$ cat src/rtl/mult_rf_engine_if.sv
// rtl/mult_rf_engine_if.sv - handshake and bus bundle for the sequential multiplier engine
//
// Purpose: groups the command, register-file write, RAM read and status
// signals of mult_rf_engine so the engine and its driver share one bundle.
// Ports (all carried as interface signals):
//   start, signed_mode, adr1_r, adr2_r, adr_ram  - multiply command
//   rf_we, rf_wadr, rf_wdata                     - register-file write port
//   ram_rd_adr / ram_rd_data                     - result-RAM read port
//   result, busy, done, st_out                   - status back to the driver
// Modports: master drives commands, slave is the engine.
interface mult_rf_engine_if #(
  parameter int W         = 4,
  parameter int RF_DEPTH  = 8,
  parameter int RAM_DEPTH = 16
);
  localparam int RA = $clog2(RF_DEPTH);
  localparam int MA = $clog2(RAM_DEPTH);

  logic            start;
  logic            signed_mode;
  logic [RA-1:0]   adr1_r;
  logic [RA-1:0]   adr2_r;
  logic [MA-1:0]   adr_ram;
  logic            rf_we;
  logic [RA-1:0]   rf_wadr;
  logic [W-1:0]    rf_wdata;
  logic [MA-1:0]   ram_rd_adr;
  logic [2*W-1:0]  ram_rd_data;
  logic [2*W-1:0]  result;
  logic            busy;
  logic            done;
  logic [3:0]      st_out;

  modport master (
    output start, signed_mode, adr1_r, adr2_r, adr_ram,
    output rf_we, rf_wadr, rf_wdata, ram_rd_adr,
    input  ram_rd_data, result, busy, done, st_out
  );

  modport slave (
    input  start, signed_mode, adr1_r, adr2_r, adr_ram,
    input  rf_we, rf_wadr, rf_wdata, ram_rd_adr,
    output ram_rd_data, result, busy, done, st_out
  );
endinterface

$ cat src/rtl/mult_rf_engine.sv
// rtl/mult_rf_engine.sv - shift-add multiplier with operand register file and result RAM
//
// Purpose: on start, fetches two W-bit operands from the register file,
// multiplies them one bit per cycle (unsigned or two's-complement), writes
// the 2W-bit product to the result RAM and pulses done.
// Ports:
//   clk  - single clock, rising edge
//   rst  - synchronous active-high reset
//   bus  - mult_rf_engine_if.slave (command, RF write, RAM read, status)
module mult_rf_engine #(
  parameter int W         = 4,
  parameter int RF_DEPTH  = 8,
  parameter int RAM_DEPTH = 16
) (
  input  logic               clk,
  input  logic               rst,
  mult_rf_engine_if.slave    bus
);
  localparam int RA = $clog2(RF_DEPTH);
  localparam int MA = $clog2(RAM_DEPTH);
  localparam int PW = 2 * W;
  localparam int CW = $clog2(W + 1);

  typedef enum logic [3:0] {
    IDLE  = 4'd0,
    FETCH = 4'd1,
    MULT  = 4'd2,
    FIX   = 4'd3,
    STORE = 4'd4,
    DONE  = 4'd5
  } state_t;

  state_t          state;
  logic [RA-1:0]   adr1_q;
  logic [RA-1:0]   adr2_q;
  logic [MA-1:0]   adr_ram_q;
  logic            sgn_q;
  logic            neg;
  logic [PW-1:0]   mcand;
  logic [W-1:0]    mplier;
  logic [PW-1:0]   acc;
  logic [CW-1:0]   cnt;
  logic [PW-1:0]   result_q;
  logic [PW-1:0]   rd_q;
  logic            busy_q;
  logic            done_q;

  logic [W-1:0]    rf  [RF_DEPTH];
  logic [PW-1:0]   ram [RAM_DEPTH];

  logic [W-1:0]    op_a;
  logic [W-1:0]    op_b;
  logic [W-1:0]    mag_a;
  logic [W-1:0]    mag_b;
  logic            ram_we;

  // Combinational RF read: a write landing on the FETCH edge is not yet
  // visible, so FETCH naturally uses the old operand.
  assign op_a = rf[adr1_q];
  assign op_b = rf[adr2_q];

  // |-2^(W-1)| wraps back to 2^(W-1), which is correct when read unsigned.
  assign mag_a = (sgn_q && op_a[W-1]) ? (~op_a + W'(1)) : op_a;
  assign mag_b = (sgn_q && op_b[W-1]) ? (~op_b + W'(1)) : op_b;

  // Gated by rst so a reset on the STORE edge leaves the RAM untouched.
  assign ram_we = (state == STORE) && !rst;

  always_ff @(posedge clk) begin
    if (bus.rf_we) rf[bus.rf_wadr] <= bus.rf_wdata;
  end

  always_ff @(posedge clk) begin
    if (ram_we) ram[adr_ram_q] <= acc;
  end

  always_ff @(posedge clk) begin
    if (rst) rd_q <= '0;
    else     rd_q <= ram[bus.ram_rd_adr];
  end

  always_ff @(posedge clk) begin
    if (rst) begin
      state     <= IDLE;
      adr1_q    <= '0;
      adr2_q    <= '0;
      adr_ram_q <= '0;
      sgn_q     <= 1'b0;
      neg       <= 1'b0;
      mcand     <= '0;
      mplier    <= '0;
      acc       <= '0;
      cnt       <= '0;
      result_q  <= '0;
      busy_q    <= 1'b0;
      done_q    <= 1'b0;
    end else begin
      done_q <= 1'b0;
      case (state)
        IDLE: begin
          if (bus.start) begin
            adr1_q    <= bus.adr1_r;
            adr2_q    <= bus.adr2_r;
            adr_ram_q <= bus.adr_ram;
            sgn_q     <= bus.signed_mode;
            busy_q    <= 1'b1;
            state     <= FETCH;
          end
        end
        FETCH: begin
          mcand  <= {{W{1'b0}}, mag_a};
          mplier <= mag_b;
          neg    <= sgn_q & (op_a[W-1] ^ op_b[W-1]);
          acc    <= '0;
          cnt    <= '0;
          state  <= MULT;
        end
        MULT: begin
          if (mplier[0]) acc <= acc + mcand;
          mcand  <= mcand << 1;
          mplier <= mplier >> 1;
          cnt    <= cnt + CW'(1);
          if (cnt == CW'(W - 1)) state <= FIX;
        end
        FIX: begin
          if (neg) acc <= ~acc + PW'(1);
          state <= STORE;
        end
        STORE: begin
          result_q <= acc;
          done_q   <= 1'b1;
          state    <= DONE;
        end
        DONE: begin
          busy_q <= 1'b0;
          state  <= IDLE;
        end
        default: begin
          busy_q <= 1'b0;
          state  <= IDLE;
        end
      endcase
    end
  end

  assign bus.ram_rd_data = rd_q;
  assign bus.result      = result_q;
  assign bus.busy        = busy_q;
  assign bus.done        = done_q;
  assign bus.st_out      = state;
endmodule
$ cat src/flat_wrapper.sv
// flat-port wrapper written by rule: the top's interface ports become plain ports
module mult_rf_engine_flat 
#(
  parameter int W         = 4,
  parameter int RF_DEPTH  = 8,
  parameter int RAM_DEPTH = 16
)
  (clk, rst, bus_start, bus_signed_mode, bus_adr1_r, bus_adr2_r, bus_adr_ram, bus_rf_we, bus_rf_wadr, bus_rf_wdata, bus_ram_rd_adr, bus_ram_rd_data, bus_result, bus_busy, bus_done, bus_st_out);
  mult_rf_engine_if #(.W(W), .RF_DEPTH(RF_DEPTH), .RAM_DEPTH(RAM_DEPTH)) bus_i ();
  input  logic clk;
  input  logic rst;
  input wire logic [$bits(bus_i.start)-1:0] bus_start;
  input wire logic [$bits(bus_i.signed_mode)-1:0] bus_signed_mode;
  input wire logic [$bits(bus_i.adr1_r)-1:0] bus_adr1_r;
  input wire logic [$bits(bus_i.adr2_r)-1:0] bus_adr2_r;
  input wire logic [$bits(bus_i.adr_ram)-1:0] bus_adr_ram;
  input wire logic [$bits(bus_i.rf_we)-1:0] bus_rf_we;
  input wire logic [$bits(bus_i.rf_wadr)-1:0] bus_rf_wadr;
  input wire logic [$bits(bus_i.rf_wdata)-1:0] bus_rf_wdata;
  input wire logic [$bits(bus_i.ram_rd_adr)-1:0] bus_ram_rd_adr;
  output wire logic [$bits(bus_i.ram_rd_data)-1:0] bus_ram_rd_data;
  output wire logic [$bits(bus_i.result)-1:0] bus_result;
  output wire logic [$bits(bus_i.busy)-1:0] bus_busy;
  output wire logic [$bits(bus_i.done)-1:0] bus_done;
  output wire logic [$bits(bus_i.st_out)-1:0] bus_st_out;
  assign bus_i.start = bus_start;
  assign bus_i.signed_mode = bus_signed_mode;
  assign bus_i.adr1_r = bus_adr1_r;
  assign bus_i.adr2_r = bus_adr2_r;
  assign bus_i.adr_ram = bus_adr_ram;
  assign bus_i.rf_we = bus_rf_we;
  assign bus_i.rf_wadr = bus_rf_wadr;
  assign bus_i.rf_wdata = bus_rf_wdata;
  assign bus_i.ram_rd_adr = bus_ram_rd_adr;
  assign bus_ram_rd_data = bus_i.ram_rd_data;
  assign bus_result = bus_i.result;
  assign bus_busy = bus_i.busy;
  assign bus_done = bus_i.done;
  assign bus_st_out = bus_i.st_out;
  mult_rf_engine #(.W(W), .RF_DEPTH(RF_DEPTH), .RAM_DEPTH(RAM_DEPTH)) u_core (.clk(clk), .rst(rst), .bus(bus_i));
endmodule
$ cat config.mk
export PLATFORM = sky130hd
export DESIGN_NAME = mult_rf_engine_flat
export DESIGN_NICKNAME = d
export VERILOG_FILES = /design/src/rtl/mult_rf_engine_if.sv /design/src/rtl/mult_rf_engine.sv /design/src/flat_wrapper.sv
export SDC_FILE = /design/constraint.sdc
export NUM_CORES = 1
export LEC_CHECK = 0
export ABC_AREA = 0
export CAP_MARGIN = 0
export CORE_MARGIN = 5
export CORE_UTILIZATION = 50
export CTS_CLUSTER_SIZE = 12
export DETAILED_ROUTE_END_ITERATION = 16
export GPL_ROUTABILITY_DRIVEN = 1
export GPL_TIMING_DRIVEN = 0
export PLACE_DENSITY = 0.72
export SLEW_MARGIN = 20
export SYNTH_ARGS = -nofsm -noshare
export SYNTH_HDL_FRONTEND = slang
export SYNTH_SLANG_ARGS = --single-unit
$ cat constraint.sdc
create_clock -name clk -period 2.9 [get_ports clk]
set_input_delay 0.29 -clock clk [delete_from_list [all_inputs] [get_ports clk]]
set_output_delay 0.29 -clock clk [all_outputs]
set_load 0.03 [all_outputs]
==> results of run 1 <==
## worst min-delay path by stage
| stage | endpoint | from | slack (ps) | cells after the start |
|---|---|---|---|---|
| floorplan | u_core.rf[0][0] | bus_rf_wdata[0] | 390 | 0 |
| global placement | u_core.adr2_q[2] | u_core.adr2_q[2] | 440 | 2 |
| detailed placement | u_core.adr2_q[0] | u_core.adr2_q[0] | 450 | 2 |
| CTS | u_core.adr2_q[2] | bus_adr2_r[2] | 360 | 3 |
| global route | register | bus_adr2_r[2] | 370 | 3 |
| finish | u_core.adr2_q[2] | bus_adr2_r[2] | 370 | 3 |
## state kept, by name, summed over array words and instances (netlist names), named ones only
signal and cells:
u_core.acc 8, u_core.adr1_q 3, u_core.adr2_q 3, u_core.adr_ram_q 4
u_core.bus.busy 1, u_core.bus.done 1, u_core.bus.ram_rd_data 8, u_core.bus.result 8
u_core.bus.st_out 3, u_core.cnt 3, u_core.mcand 8, u_core.mplier 4
u_core.neg 1, u_core.ram 128, u_core.rf 32, u_core.sgn_q 1
## layout make-up
class	count	area, um^2
buffer	35	195
clock buffer	37	711
sequential	222	6050
clock inverter	6	57.6
timing repair buffer	43	430
inverter	10	37.5
tap	229	287
fill	1345	7340
multi-input combinational	338	3040
## worst max-delay path, cell delays in order (launching register included)
cell      delay, ps
dfxtp_1         350
buf_2           200
nor2_1          170
nand2_1          90
clkbuf_1        250
nor2_1          250
nand3b_1        200
nor2_1          690
## synth_stat cells, types with 2 or more instances
| cell type | count | area (um^2) |
|---|---|---|
| a211oi_1 | 2 | 15.0 |
| a21o_1 | 3 | 22.5 |
| a21oi_1 | 40 | 200 |
| a221oi_1 | 3 | 26.3 |
| a22oi_1 | 11 | 82.6 |
| a311oi_1 | 5 | 43.8 |
| and2_0 | 2 | 12.5 |
| and2_1 | 8 | 50.1 |
| and3_1 | 2 | 12.5 |
| and3b_1 | 2 | 17.5 |
| buf_1 | 5 | 18.8 |
| buf_2 | 5 | 25.0 |
| buf_6 | 2 | 22.5 |
| buf_8 | 2 | 30.0 |
| clkbuf_1 | 19 | 71.3 |
| dfxtp_1 | 62 | 1240 |
| edfxtp_1 | 160 | 4800 |
| ha_1 | 12 | 150 |
| inv_1 | 10 | 37.5 |
| mux2_2 | 2 | 22.5 |
| mux2i_1 | 9 | 90.1 |
| mux4_1 | 21 | 552 |
| mux4_2 | 35 | 788 |
| nand2_1 | 49 | 184 |
| nand2b_1 | 12 | 75.1 |
| nand3_1 | 4 | 20.0 |
| nand3b_1 | 6 | 45.0 |
| nor2_1 | 47 | 176 |
| nor2b_1 | 6 | 37.5 |
| nor3_1 | 13 | 65.1 |
| o21ai_0 | 9 | 45.0 |
| o22ai_1 | 6 | 37.5 |
| o32ai_1 | 3 | 26.3 |
| xnor2_1 | 8 | 70.1 |
## cell usage in the layout (no fill, tap or decap), types with 6 or more instances in the layout
master / count
o22ai_1: 6
ha_1: 12
mux2i_1: 9
nor2b_1: 6
clkbuf_16: 25
nor2_1: 47
nand3b_1: 6
nand2_1: 49
xnor2_1: 8
and2_1: 8
clkdlybuf4s50_1: 43
a22oi_1: 11
dfxtp_1: 62
mux4_1: 21
nor3_1: 9
a21oi_1: 40
inv_1: 10
o21ai_0: 9
mux4_2: 35
nand2b_1: 12
edfxtp_1: 160
clkbuf_1: 27
## metal layers
layer | track usage, % | up-vias | wire, um
met5 | 0 | - | 0
met4 | 4.28 | 0 | 418
met3 | 2.67 | 31 | 1000
met2 | 33.0 | 184 | 10100
met1 | 23.5 | 2726 | 7960
li1 | - | 2496 | -
## power by group through the flow
stage | combinational, mW | sequential (mW) | clock, mW
after floorplan | 0.357 | 3.58 | 0
final | 0.557 | 3.51 | 2.92
after global routing | 0.609 | 3.51 | 3.10
after detailed placement | 0.554 | 3.57 | 0
after global placement | 0.540 | 3.57 | 0
after CTS | 0.559 | 3.51 | 2.97
## cells by family after synthesis
kind of cell               count (synthesis)
DFF                                      222
and+or+nand+nor                          159
AOI/OAI and AO/OA                         89
muxes                                     67
buffers and inverters                     45
adders and majority gates                 13
xor gates and xnor gates                   9
other                                      1
==> flow_metrics.tcl, run 1 <==
set metrics [dict create \
    power.net_switching_mw 1.52 \
    synth_seq_cells 222 \
    syn_inst 605 \
    pwr-share-comb_pct 8.0 \
    die_h_um 146 \
    r2r.worst_path.cells 7 \
    clkPwrFrac_pct 41.8 \
    cts_tree "done" \
    grt_setup_unrepaired "no" \
    fin_worst_skew_ps 11.8 \
    cp-end-kind "register" \
    synth_xor_area_share_pct 0.848 \
    slew_headroom_pct 35.4 \
    routed_wl_mm 19.5 \
    cp.arrival_ps 2710 \
    path_class "register to register" \
    grt_pass1_vias 5599 \
    postLayoutCoreUtil_pct 59.5 \
    final_area_um2 10800 \
    fin_setup_tns_ps 0 \
    synth_compound_gate_area_share_pct 5.96 \
    hold_buffers 0 \
    yosysSeqAreaShare_pct 65.0 \
    drv_cap 0 \
    overflow 0 \
    nNetsFinal 713 \
    cts_setup_buffers 0 \
    peakVddDrop_mv 0.525 \
    placed_cells 877 \
    slew_violations 0 \
    synthMuxAreaShare_pct 15.6 \
    clkTransAtPathRegs_ps 60 \
    initial_core_util_pct 51.2 \
    p_seq_share_pct 50.2 \
    whs_ps 368 \
    dp_hpwl_mm 13.5 \
    cts_root_buffer "clkbuf_16" \
    avgSynthCellArea_um2 15.4 \
    synthArstFlopShare_pct 0 \
    crit_start "u_core.bus.st_out[1]" \
    antenna_found_initial 0 \
    synth_top_family_by_area "multiplexers" \
    fin_ws_ps 317 \
    synthFlopType "edfxtp_1" \
    num_rows 49 \
    crit_path_max_fanout 10 \
    postPlaceCellArea_um2 10000 \
    period_minus_slack_ps 2580 \
    h-tree-depth 1 \
    die-area_um2 21400 \
    startpoint_type "register" \
    fmax_mhz 387 \
    reg2reg_setup_slack_ps 320 \
    p_leak_nw 3.65 \
    worstMarginPinSlew_ps 968 \
    drive_gt1_share_pct 12.6 \
    cts.sinks 222 \
    power_density_nw_per_um2 646 \
    place_worst_setup_slack_ps 97.4 \
    grt_pass1_wl_mm 30.9 \
    r2r_start "u_core.bus.st_out[1]" \
    post-route-drc-count 0 \
    vias 5437 \
    setup.worst_path.end "u_core.ram[7][2]" \
    min_period_over_period_pct 89.1 \
    synth-edff-count 160 \
    core-area_um2 18100 \
    ctsResizeCount 0 \
    syn_area_um2 9300 \
    die_w_um 146 \
    yosys.cell_types.count 54 \
    wire_per_inst_um 21.2 \
    drtIter0Drc 383 \
    required_ps 3030 \
    total_power_mw 6.98 \
    io_pins 48 \
    hp-class "input pin to register" \
    port_buffers 43 \
    synth-simple-area-share_pct 8.17 \
    grt_use_total_pct 18.3 \
    p_sw_share_pct 21.7 \
    syn-num-nets 644 \
    hold_violations 0 \
    numCtsBuffers 24 \
    internal_power_mw 5.47 \
    clock_latency_ps 510 \
    first_pass_iters 5 \
    drt-vias-per-instance 5.91 \
    antennaDiodeCount 0 \
    status "finished clean" \
    fin_cells 920 \
    cts.path.max_buffers 3 \
    place_congestion 0.893 \
    regToRegEndpoint "u_core.ram[7][2]" \
    setup_viol 0 \
    synthAdderAreaFrac_pct 1.83 \
    ys_warn_count 0 \
    antenna_left 0 \
    grt_start_max_net_pins 24 \
    syn_to_final_growth_pct 16.2 \
]
Note: power is estimated with default switching activity, not from simulation.
==> run 2, diff against run 1 <==
Settings changed: SKIP_LAST_GASP set to 1.
==> results of run 2 <==
Final layout, timing and power as in run 1 (identical DEF).
